`src/rtl/lamp_pkg.sv`:
```
// Shared definitions for the lamp chase sequencer and the downstream 4-to-8 lamp decoder.
package lamp_pkg;

    localparam int               LAMP_IDX_W    = 4;
    localparam logic [LAMP_IDX_W-1:0] LAMP_LAST_IDX = 4'd7;
    localparam logic [LAMP_IDX_W-1:0] LAMP_CFG_IDX  = 4'd8;

    typedef enum logic {
        RUN = 1'b0,
        CFG = 1'b1
    } lamp_state_t;

    // Chase arithmetic is mod 8 on the low three bits; index 8 is never stepped into.
    function automatic logic [LAMP_IDX_W-1:0] lamp_step(input logic [2:0] idx,
                                                        input logic       down);
        logic [2:0] low;
        low = down ? (idx - 3'd1) : (idx + 3'd1);
        return {1'b0, low};
    endfunction

endpackage

```
`src/rtl/lamp_tick_gen.sv`:
```
// Chase-rate prescaler: emits a one-cycle tick every CLK_DIV enabled cycles.
module lamp_tick_gen #(
    parameter int CLK_DIV = 25_000_000,
    parameter int DIV_W   = (CLK_DIV > 1) ? $clog2(CLK_DIV) : 1
) (
    input  logic clk,
    input  logic rst,
    input  logic en,
    input  logic clr,
    output logic tick
);

    localparam logic [DIV_W-1:0] CNT_LAST = DIV_W'(CLK_DIV - 1);

    logic [DIV_W-1:0] cnt;

    assign tick = en && (cnt == CNT_LAST);

    always_ff @(posedge clk) begin
        if (rst) begin
            cnt <= '0;
        end else if (clr) begin
            cnt <= '0;
        end else if (en) begin
            cnt <= (cnt == CNT_LAST) ? '0 : cnt + 1'b1;
        end
    end

endmodule

```
`src/rtl/lamp_sequencer.sv`:
```
// Chase-pattern FSM driving the lamp decoder index; parks on index 8 for config display.
// Optional ping-pong stepping is compiled in with `define LAMP_SEQ_BOUNCE_EN.
module lamp_sequencer
    import lamp_pkg::*;
#(
    parameter int CLK_DIV = 25_000_000,
    parameter int DIV_W   = (CLK_DIV > 1) ? $clog2(CLK_DIV) : 1
) (
    input  logic                  clk,
    input  logic                  rst,
    input  logic                  en,
    input  logic                  dir,
    input  logic                  cfg_req,
`ifdef LAMP_SEQ_BOUNCE_EN
    input  logic                  bounce,
`endif
    output logic [LAMP_IDX_W-1:0] state_idx,
    output logic                  step_pulse,
    output logic                  cfg_active
);

    lamp_state_t           state;
    logic [LAMP_IDX_W-1:0] saved_idx;
    logic [LAMP_IDX_W-1:0] next_idx;
    logic                  step_down;
    logic                  tick;
    logic                  tick_en;
    logic                  tick_clr;
`ifdef LAMP_SEQ_BOUNCE_EN
    logic                  bdir;
`endif

    // The prescaler only runs in RUN and is held at zero across the whole config excursion.
    assign tick_en  = en && (state == RUN);
    assign tick_clr = cfg_req || (state == CFG);

    lamp_tick_gen #(
        .CLK_DIV (CLK_DIV),
        .DIV_W   (DIV_W)
    ) u_tick_gen (
        .clk  (clk),
        .rst  (rst),
        .en   (tick_en),
        .clr  (tick_clr),
        .tick (tick)
    );

    always_comb begin
        step_down = dir;
`ifdef LAMP_SEQ_BOUNCE_EN
        if (bounce) begin
            step_down = bdir;
        end
`endif
        next_idx = lamp_step(state_idx[2:0], step_down);
    end

    always_ff @(posedge clk) begin
        if (rst) begin
            state      <= RUN;
            state_idx  <= '0;
            saved_idx  <= '0;
            step_pulse <= 1'b0;
            cfg_active <= 1'b0;
`ifdef LAMP_SEQ_BOUNCE_EN
            bdir       <= 1'b0;
`endif
        end else begin
            step_pulse <= 1'b0;
            case (state)
                RUN: begin
                    // Config request wins over a coincident tick, so the pre-tick index is saved.
                    if (cfg_req) begin
                        saved_idx  <= state_idx;
                        state_idx  <= LAMP_CFG_IDX;
                        cfg_active <= 1'b1;
                        state      <= CFG;
                    end else if (tick) begin
                        state_idx  <= next_idx;
                        step_pulse <= 1'b1;
`ifdef LAMP_SEQ_BOUNCE_EN
                        if (bounce) begin
                            if (next_idx == LAMP_LAST_IDX) begin
                                bdir <= 1'b1;
                            end else if (next_idx == '0) begin
                                bdir <= 1'b0;
                            end
                        end else begin
                            bdir <= dir;
                        end
`endif
                    end
                end
                CFG: begin
                    if (!cfg_req) begin
                        state_idx  <= saved_idx;
                        cfg_active <= 1'b0;
                        state      <= RUN;
                    end
                end
                default: begin
                    state <= RUN;
                end
            endcase
        end
    end

endmodule

```
`config.mk`:
```
export PLATFORM = sky130hd
export DESIGN_NAME = lamp_sequencer
export DESIGN_NICKNAME = d
export VERILOG_FILES = /design/src/rtl/lamp_pkg.sv /design/src/rtl/lamp_tick_gen.sv /design/src/rtl/lamp_sequencer.sv
export SDC_FILE = /design/constraint.sdc
export NUM_CORES = 1
export LEC_CHECK = 0
export ABC_AREA = 0
export BUFFER_PORTS_ARGS = -buffer_cell sky130_fd_sc_hd__buf_2
export CORE_UTILIZATION = 59
export DETAILED_ROUTE_END_ITERATION = 8
export GPL_ROUTABILITY_DRIVEN = 1
export PLACE_DENSITY_LB_ADDON = 0.08
export SYNTH_ARGS = -nofsm -noshare
export SYNTH_HDL_FRONTEND = slang
export SYNTH_SLANG_ARGS = --single-unit
export TNS_END_PERCENT = 5
```
`constraint.sdc`:
```
create_clock -name clk -period 2.59 [get_ports clk]
set_input_delay 0.3885 -clock clk [delete_from_list [all_inputs] [get_ports clk]]
set_output_delay 0.3885 -clock clk [all_outputs]
set_load 0.005 [all_outputs]
```
==> results of run 1 <==
-- final timing paths --
kind / startpoint / to / depth (start not counted)
worst min register to register: u_tick_gen.cnt[22] / u_tick_gen.cnt[22] / 2
worst max-delay path: u_tick_gen.cnt[0] / state_idx[1] / 5
worst max register to register: u_tick_gen.cnt[0] / state_idx[1] / 5
worst min-delay path: rst / state / 2
-- cell families (layout without fill, tap and decap cells) --
kind of cell | Yosys count | after routing
AO/OA/AOI/OAI | 37 | 37
XOR/XNOR | 12 | 12
flip-flops | 36 | 36
multiplexers | 10 | 10
buffers and inverters | 13 | 24
adder cells (fa/ha/maj) | 3 | 3
AND/OR/NAND/NOR | 101 | 101
-- Yosys cell counts, types with 2 or more instances --
cell type and number:
nor4bb_1 2, or4b_1 2, nand2_1 15, nand3_1 9
mux2i_1 8, and3_1 2, nor4_1 4, buf_2 4
dfxtp_1 36, nor2b_1 3, o31ai_1 8, xnor2_1 9
o21ai_0 8, a21oi_1 12, o2111ai_1 2, or3_1 2
nand2b_1 2, ha_1 2, xor2_1 3, nor3_1 5
or4_1 10, nor2_1 27, and4_1 4, inv_1 5
mux2_2 2, clkbuf_1 3, nand4_1 6
-- stage by stage --
step           hold slack (ns)  std cells  instance area (um^2)  setup slack (ns)  utilization
2_1_floorplan            0.450        212                  1840             0.701            -
3_3_place_gp             0.468        246                  1900             0.626        0.667
3_5_place_dp             0.478        246                  1900             0.571        0.667
4_1_cts                  0.347        254                  1980             0.529        0.695
5_1_grt                  0.359        254                  1980             0.383        0.695
6_report                 0.337        254                  1980             0.530        0.695
-- routing by layer --
| metal | routed length, um | GRT usage |
|---|---|---|
| met1 | 1700 | 0.324 |
| met2 | 1790 | 0.427 |
| met3 | 167 | 0.0536 |
| met4 | 64 | 0.112 |
| met5 | 0 | 0 |
-- worst register-to-register path, cell delays in order (launching register included) --
cell and delay [ns]:
dfxtp_1 0.40, ha_1 0.24, nand4b_4 0.17, or3_1 0.51, o21ai_0 0.29, mux2_2 0.36
-- final cells by class --
type / instances / area share
inverter: 5 / 0.00946
sequential: 36 / 0.363
tap: 31 / 0.0196
multi-input combinational: 163 / 0.538
clock buffer: 5 / 0.0189
clock inverter: 3 / 0.0215
timing repair buffer: 11 / 0.0290
-- flip-flops by register name, indices dropped and copies added, names as in the netlist --
| name | count |
|---|---|
| u_tick_gen.cnt | 25 |
| saved_idx | 4 |
| state_idx | 4 |
| cfg_active | 1 |
| state | 1 |
| step_pulse | 1 |
-- layout by cell type (no fill, tap or decap), types with 2 or more instances in the layout --
cell type  count
or4_1         10
mux2i_1        8
or3_1          2
and4_1         4
nor2_1        27
o21ai_0        7
nor4_1         4
nand3_1        9
o2111ai_1      2
xnor2_1        9
and3_1         2
inv_1          5
nand2b_1       2
dfxtp_1       36
nand4_1        6
ha_1           2
clkbuf_4       5
xor2_1         3
or4b_1         2
nor3_1         5
nand2_1       15
a21oi_1       12
nor4bb_1       2
buf_2         10
nor2b_1        3
mux2_2         2
o31ai_1        8
-- power breakdown --
part	switching (uW)	leakage (uW)	total, uW	internal (uW)
Sequential	9.29	0.000291	571	562
Combinational	34.1	0.000315	61.9	27.9
Clock	204	0.0000412	405	201
Total	247	0.000648	1040	791
==> summary.txt, run 1 <==
Run status
  – Outcome: completed

Finish
  – Area grow syn2layout: 7.60%
  – Number of fill cells: 241
  – # diodes: 0
  – NumNets Final: 230
  – Multi-input logic area: ~1100 um^2
  – Storage element area: around 700 um^2
  – Layout cells sized above 1: 0.112

Detailed routing
  – Via-to-Cell Ratio: 6.44
  – Vias: between 1500 and 2000
  – Wire length per cell: roughly 15 um
  – DRC viols: 0
  – Starting DRC count in detailed routing: 114
  – Final ANT Viol Nets: 0
  – DR pass1 iterations: 6
  – Post-Route WL: 3730 um

Power
  – Total power: around 1000 uW
  – Power Density: ~520 nW/um^2
  – Peak supply drop: between 300 and 400 uV
  – Leak pwr: about 0.00065 uW

Synthesis
  – EDFF count, synth: 0
  – Top_reg_cell synth: dfxtp_1
  – Top-area cell type share of the netlist area: 0.391
  – Top post-synthesis cells by area: dfxtp_1, nor2_1, mux2i_1
  – Ys Warns: 0
  – Complex-gate fraction of the synthesized area: 0.126
  – Synth Cell Area: 1840 um^2
  – Library cells used by synthesis: 44
  – Post-synthesis xor/xnor area fraction: 0.0570
  – Synth Instances: ~210
  – Synth Net Count: between 200 and 250
  – Largest family of logic cells by synthesized area: simple AND/OR/NAND/NOR gates
  – Post-synthesis sequential area ratio: 0.391
  – Mux contribution to synthesized area: 0.0557
  – Synth Area in Adders: 0.0244
  – Syn_area_per_cell: approximately 8.7 um^2
  – Simple-Gate Fraction of Synth Area: 0.316
  – Synth Register Bits: 36
  – Leading area contributor after synthesis: dfxtp_1
  – Async set-reset flop share out of synthesis: 0

Clocking
  – H-tree depth: 2
  – CTS Sinks: 36
  – Clock slew at reported path FFs: roughly 0.12 ns
  – CTS tree: built
  – Post-CTS resize count: 0
  – Cts hold-fix bufs: 0
  – Num CTS Buffers: 5
  – Clock Latency Late Sink: between 0.3 and 0.4 ns
  – Clock Tree Root: clkbuf_4
  – Setup Fix Bufs, Post-CTS: 0
  – CTS Buffer Depth: 2

Setup path
  – CP required: ~2.9 ns
  – Crit path max fanout: 8
  – Worst Setup Start Kind: register
  – Reg2reg setup slack: ~0.53 ns
  – Worst setup EP type: register
  – Largest stage delay on the critical path: about 0.5 ns
  – CP Cell Sequence: ha_1, nand4b_4, or3_1, o21ai_0, mux2_2
  – Slowest-stage cell, CP: or3_1
  – Bufs and invs on worst path: 0
  – CP top delay family: simple AND/OR/NAND/NOR gates
  – Worst EP arrival: 2.33 ns
  – Critical setup path kind: reg2reg

Floorplanning
  – # IOs: 11
  – Die width: between 50 and 60 um
  – Die area: roughly 3400 um^2
  – Starting Density: 0.646
  – Core Area: 2850 um^2
  – Die Y: 57.9 um
  – Num rows: 19

STA
  – Fmax: between 400 and 500 MHz
  – Endpoints failing setup: 0
  – Slew of the pin with the lowest slew margin: approximately 0.44 ns
  – Slew margin rel.: 0.705
  – Worst Clk Skew: around 0.011 ns
  – RSZ-0062 raised after global routing: no
  – Fin crit period: roughly 2 ns
  – Final period util: 0.795
  – Max-slew violations: 0
  – Setup TNS: 0 ns
  – Final hold viol count: 0

Global routing
  – Initial antenna violation count: 0
  – First-pass GRT wire length: ~6700 um
  – GRT Overall Usage: 0.258
  – Vias in the first global route: ~1500
  – GRT overflow: 0
  – Pin count of the biggest net entering global routing: 21

Placement
  – PortBufs: 10
  – Gpl congestion: roughly 0.81
  – Dpl hpwl: between 2000 and 3000 um

Min path
  – HP Class: in2reg

Run
  – Max-cap violation count: 0
Power figures use the tool's default switching activity.
==> inputs of run 2 (changes only) <==
Settings changed: CORE_UTILIZATION 59 to 54.
Clock period 2.59 ns to 1.75 ns, I/O delays scaled along.
==> run 2 against run 1 <==
Effect of this change:
- largest power group unchanged
- sequential share of layout area shrank 3.8 points
- final cell count grew 17%
- sequential power grew 47%
- critical path type unchanged
- worst setup slack lost 0.48 ns
- critical path depth is the same
- largest cell class unchanged
- combinational power grew 74%
==> summary.txt, run 2 (synthesized netlist as in run 1, its figures left out) <==
Global routing
  – GR Util met3: 0.0768 (+0.0232)
  – Global routing's busiest layer: met2
  – Met2 Use GR: 0.495 (+0.0676)
  – Vias in the first global route: 1749 (+14%)
  – Pin count of the biggest net entering global routing: 15 (-29%)
  – GRT overflow: 0 (unchanged)
  – First-pass GRT wire length: 7420 um (+12%)
  – Initial antenna violation count: 0 (unchanged)
  – GRT Overall Usage: 0.274 (+0.0166)
  – Met1 Usage GRT: 0.306 (-0.0188)

Min path
  – Hold Crit Start: cfg_req
  – Hold EP: state
  – HP Class: in2reg
  – Depth of the worst hold-timing path: 3 (+1)

Clocking
  – Cts hold-fix bufs: 0 (unchanged)
  – Clock slew at reported path FFs: 0.10 ns (-0.02 ns)
  – Num CTS Buffers: 5 (unchanged)
  – Clock Tree Root: clkbuf_4
  – CTS Sinks: 36 (unchanged)
  – CTS Buffer Depth: 2 (unchanged)
  – H-tree depth: 2 (unchanged)
  – Clock Latency Late Sink: 0.35 ns (about the same)
  – CTS tree: built

Finish
  – Most flops, register: u_tick_gen.cnt
  – Multi-input logic area: 1130 um^2 (+5.5%)
  – Area grow syn2layout: 23.4%
  – NumNets Final: 259 (+13%)
  – Largest regs: u_tick_gen.cnt: 25 flops, saved_idx: 4 flops, state_idx: 4 flops
  – Max FFs per register: 25 (unchanged)
  – Number of fill cells: 267 (+11%)
  – Layout cells sized above 1: 0.290 (+0.178)
  – # diodes: 0 (unchanged)
  – Final core occ: 0.721 (+0.0259)
  – Storage element area: 739 um^2 (+2.6%)
  – Commonest non-fill, non-tap cell in the layout: buf_4
  – Commonest cells after routing, fill and taps aside: buf_4, nor2_1, dfxtp_1

STA
  – Fmax: 588 MHz (+21%)
  – Final period util: 0.972 (+0.177)
  – Slew of the pin with the lowest slew margin: 0.442 ns (+0.000945 ns)
  – Max-slew violations: 0 (unchanged)
  – Final hold viol count: 0 (unchanged)
  – Final WS setup: 0.0485 ns (-0.481 ns)
  – Endpoints failing setup: 0 (unchanged)
  – Fin crit period: 1.70 ns (-0.359 ns)
  – Slew margin rel.: 0.704 (about the same)
  – RSZ-0062 raised after global routing: yes
  – Worst Clk Skew: 0.0125 ns (+0.00155 ns)
  – Hold Slack: 0.227 ns (-0.109 ns)

Setup path
  – Worst Setup Start Kind: register
  – Critical setup path kind: reg2reg
  – Reg-to-Reg End: u_tick_gen.cnt[24]
  – CP Launch Point: u_tick_gen.cnt[1]
  – Worst EP arrival: 2.00 ns (-0.33 ns)
  – CP required: 2.05 ns (-0.81 ns)
  – R2r startpoint: u_tick_gen.cnt[1]
  – Largest stage delay on the critical path: 0.51 ns (about the same)
  – Crit path max fanout: 5 (-3)
  – Reg2reg setup slack: 0.05 ns (-0.48 ns)
  – CP Cell Sequence: ha_4, nand4b_4, or3_4, or4b_1, nand3_1
  – Worst setup EP type: register
  – Slowest-stage cell, CP: or4b_1
  – Register-to-Register Path Depth: 5 (unchanged)

Detailed routing
  – Post-Route WL: 4560 um (+22%)
  – DR pass1 iterations: 4 (-2)
  – Wire length per cell: 15.4 um (+4.9%)
  – Final ANT Viol Nets: 0 (unchanged)
  – Via-to-Cell Ratio: 6.13 (-4.8%)
  – DRC viols: 0 (unchanged)
  – Vias: 1813 (+11%)
  – Starting DRC count in detailed routing: 187 (+64%)

Floorplanning
  – Die area: 3650 um^2 (+8.9%)
  – Num rows: 20 (+1)
  – Die Y: 60.4 um (+4.4%)
  – Die width: 60.4 um (+4.4%)
  – Core Area: 3150 um^2 (+11%)
  – Starting Density: 0.585 (-0.0615)
  – # IOs: 11 (unchanged)

Power
  – Power Density: 628 nW/um^2 (+20%)
  – Peak supply drop: 559 uV (+44%)
  – Total power: 1430 uW (+38%)
  – Leak pwr: 0.000791 uW (+22%)

Run status
  – Outcome: completed

Placement
  – Dpl hpwl: 3150 um (+18%)
  – Gpl congestion: 0.915 (+13%)
  – PortBufs: 10 (unchanged)
  – Worst slack at placement: -0.0146 ns (-0.585 ns)

Run
  – Max-cap violation count: 0 (unchanged)
run 2: per-stage QoR:
stage	setup TNS [ns]	cells	instance area (um^2)
3_3_place_gp	0	285	2130
6_report	0	296	2270
5_1_grt	-0.0766	296	2270
3_5_place_dp	-0.0195	285	2130
2_1_floorplan	0	212	1870
4_1_cts	-0.0150	294	2220
run 2: power breakdown:
| part | switching [uW] | leakage, uW | internal [uW] |
|---|---|---|---|
| clock network | 281 | 0.0000326 | 198 |
| logic | 56.9 | 0.000462 | 50.9 |
| registers | 12.3 | 0.000297 | 829 |
run 2: what timing repair did:
| item | CTS | global route |
|---|---|---|
| setup buffers | 1 | 2 |
| pin swaps | 1 | 4 |
| hold endpoints to repair | 0 | 0 |
| gates cloned | 0 | 0 |
| setup endpoints to repair | 22 | 27 |
| gates resized for setup | 5 | 17 |
run 2: worst max path at each step:
stage	endpoint
final	u_tick_gen.cnt[24]
after global routing	u_tick_gen.cnt[19]
after CTS	state_idx[1]
after detailed placement	state_idx[1]
after global placement	state_idx[1]
after floorplan	u_tick_gen.cnt[24]
run 2: critical path: cells and delay by family (launching register included):
family | cells | cell delay (ns)
AND/OR/NAND/NOR | 4 | 1.12
flip-flops | 1 | 0.39
adder cells (fa/ha/maj) | 1 | 0.15
run 2: final cells by class:
type,count,share of cell area
inverter,5,0.00826
sequential,36,0.325
multi-input combinational,163,0.495
tap,44,0.0242
timing repair buffer,40,0.121
clock buffer,8,0.0259
run 2: per-layer routing:
layer | up-vias | share of wire
met5 | - | 0
met4 | 0 | 0.017
met3 | 8 | 0.047
met2 | 51 | 0.51
met1 | 881 | 0.42
li1 | 873 | -
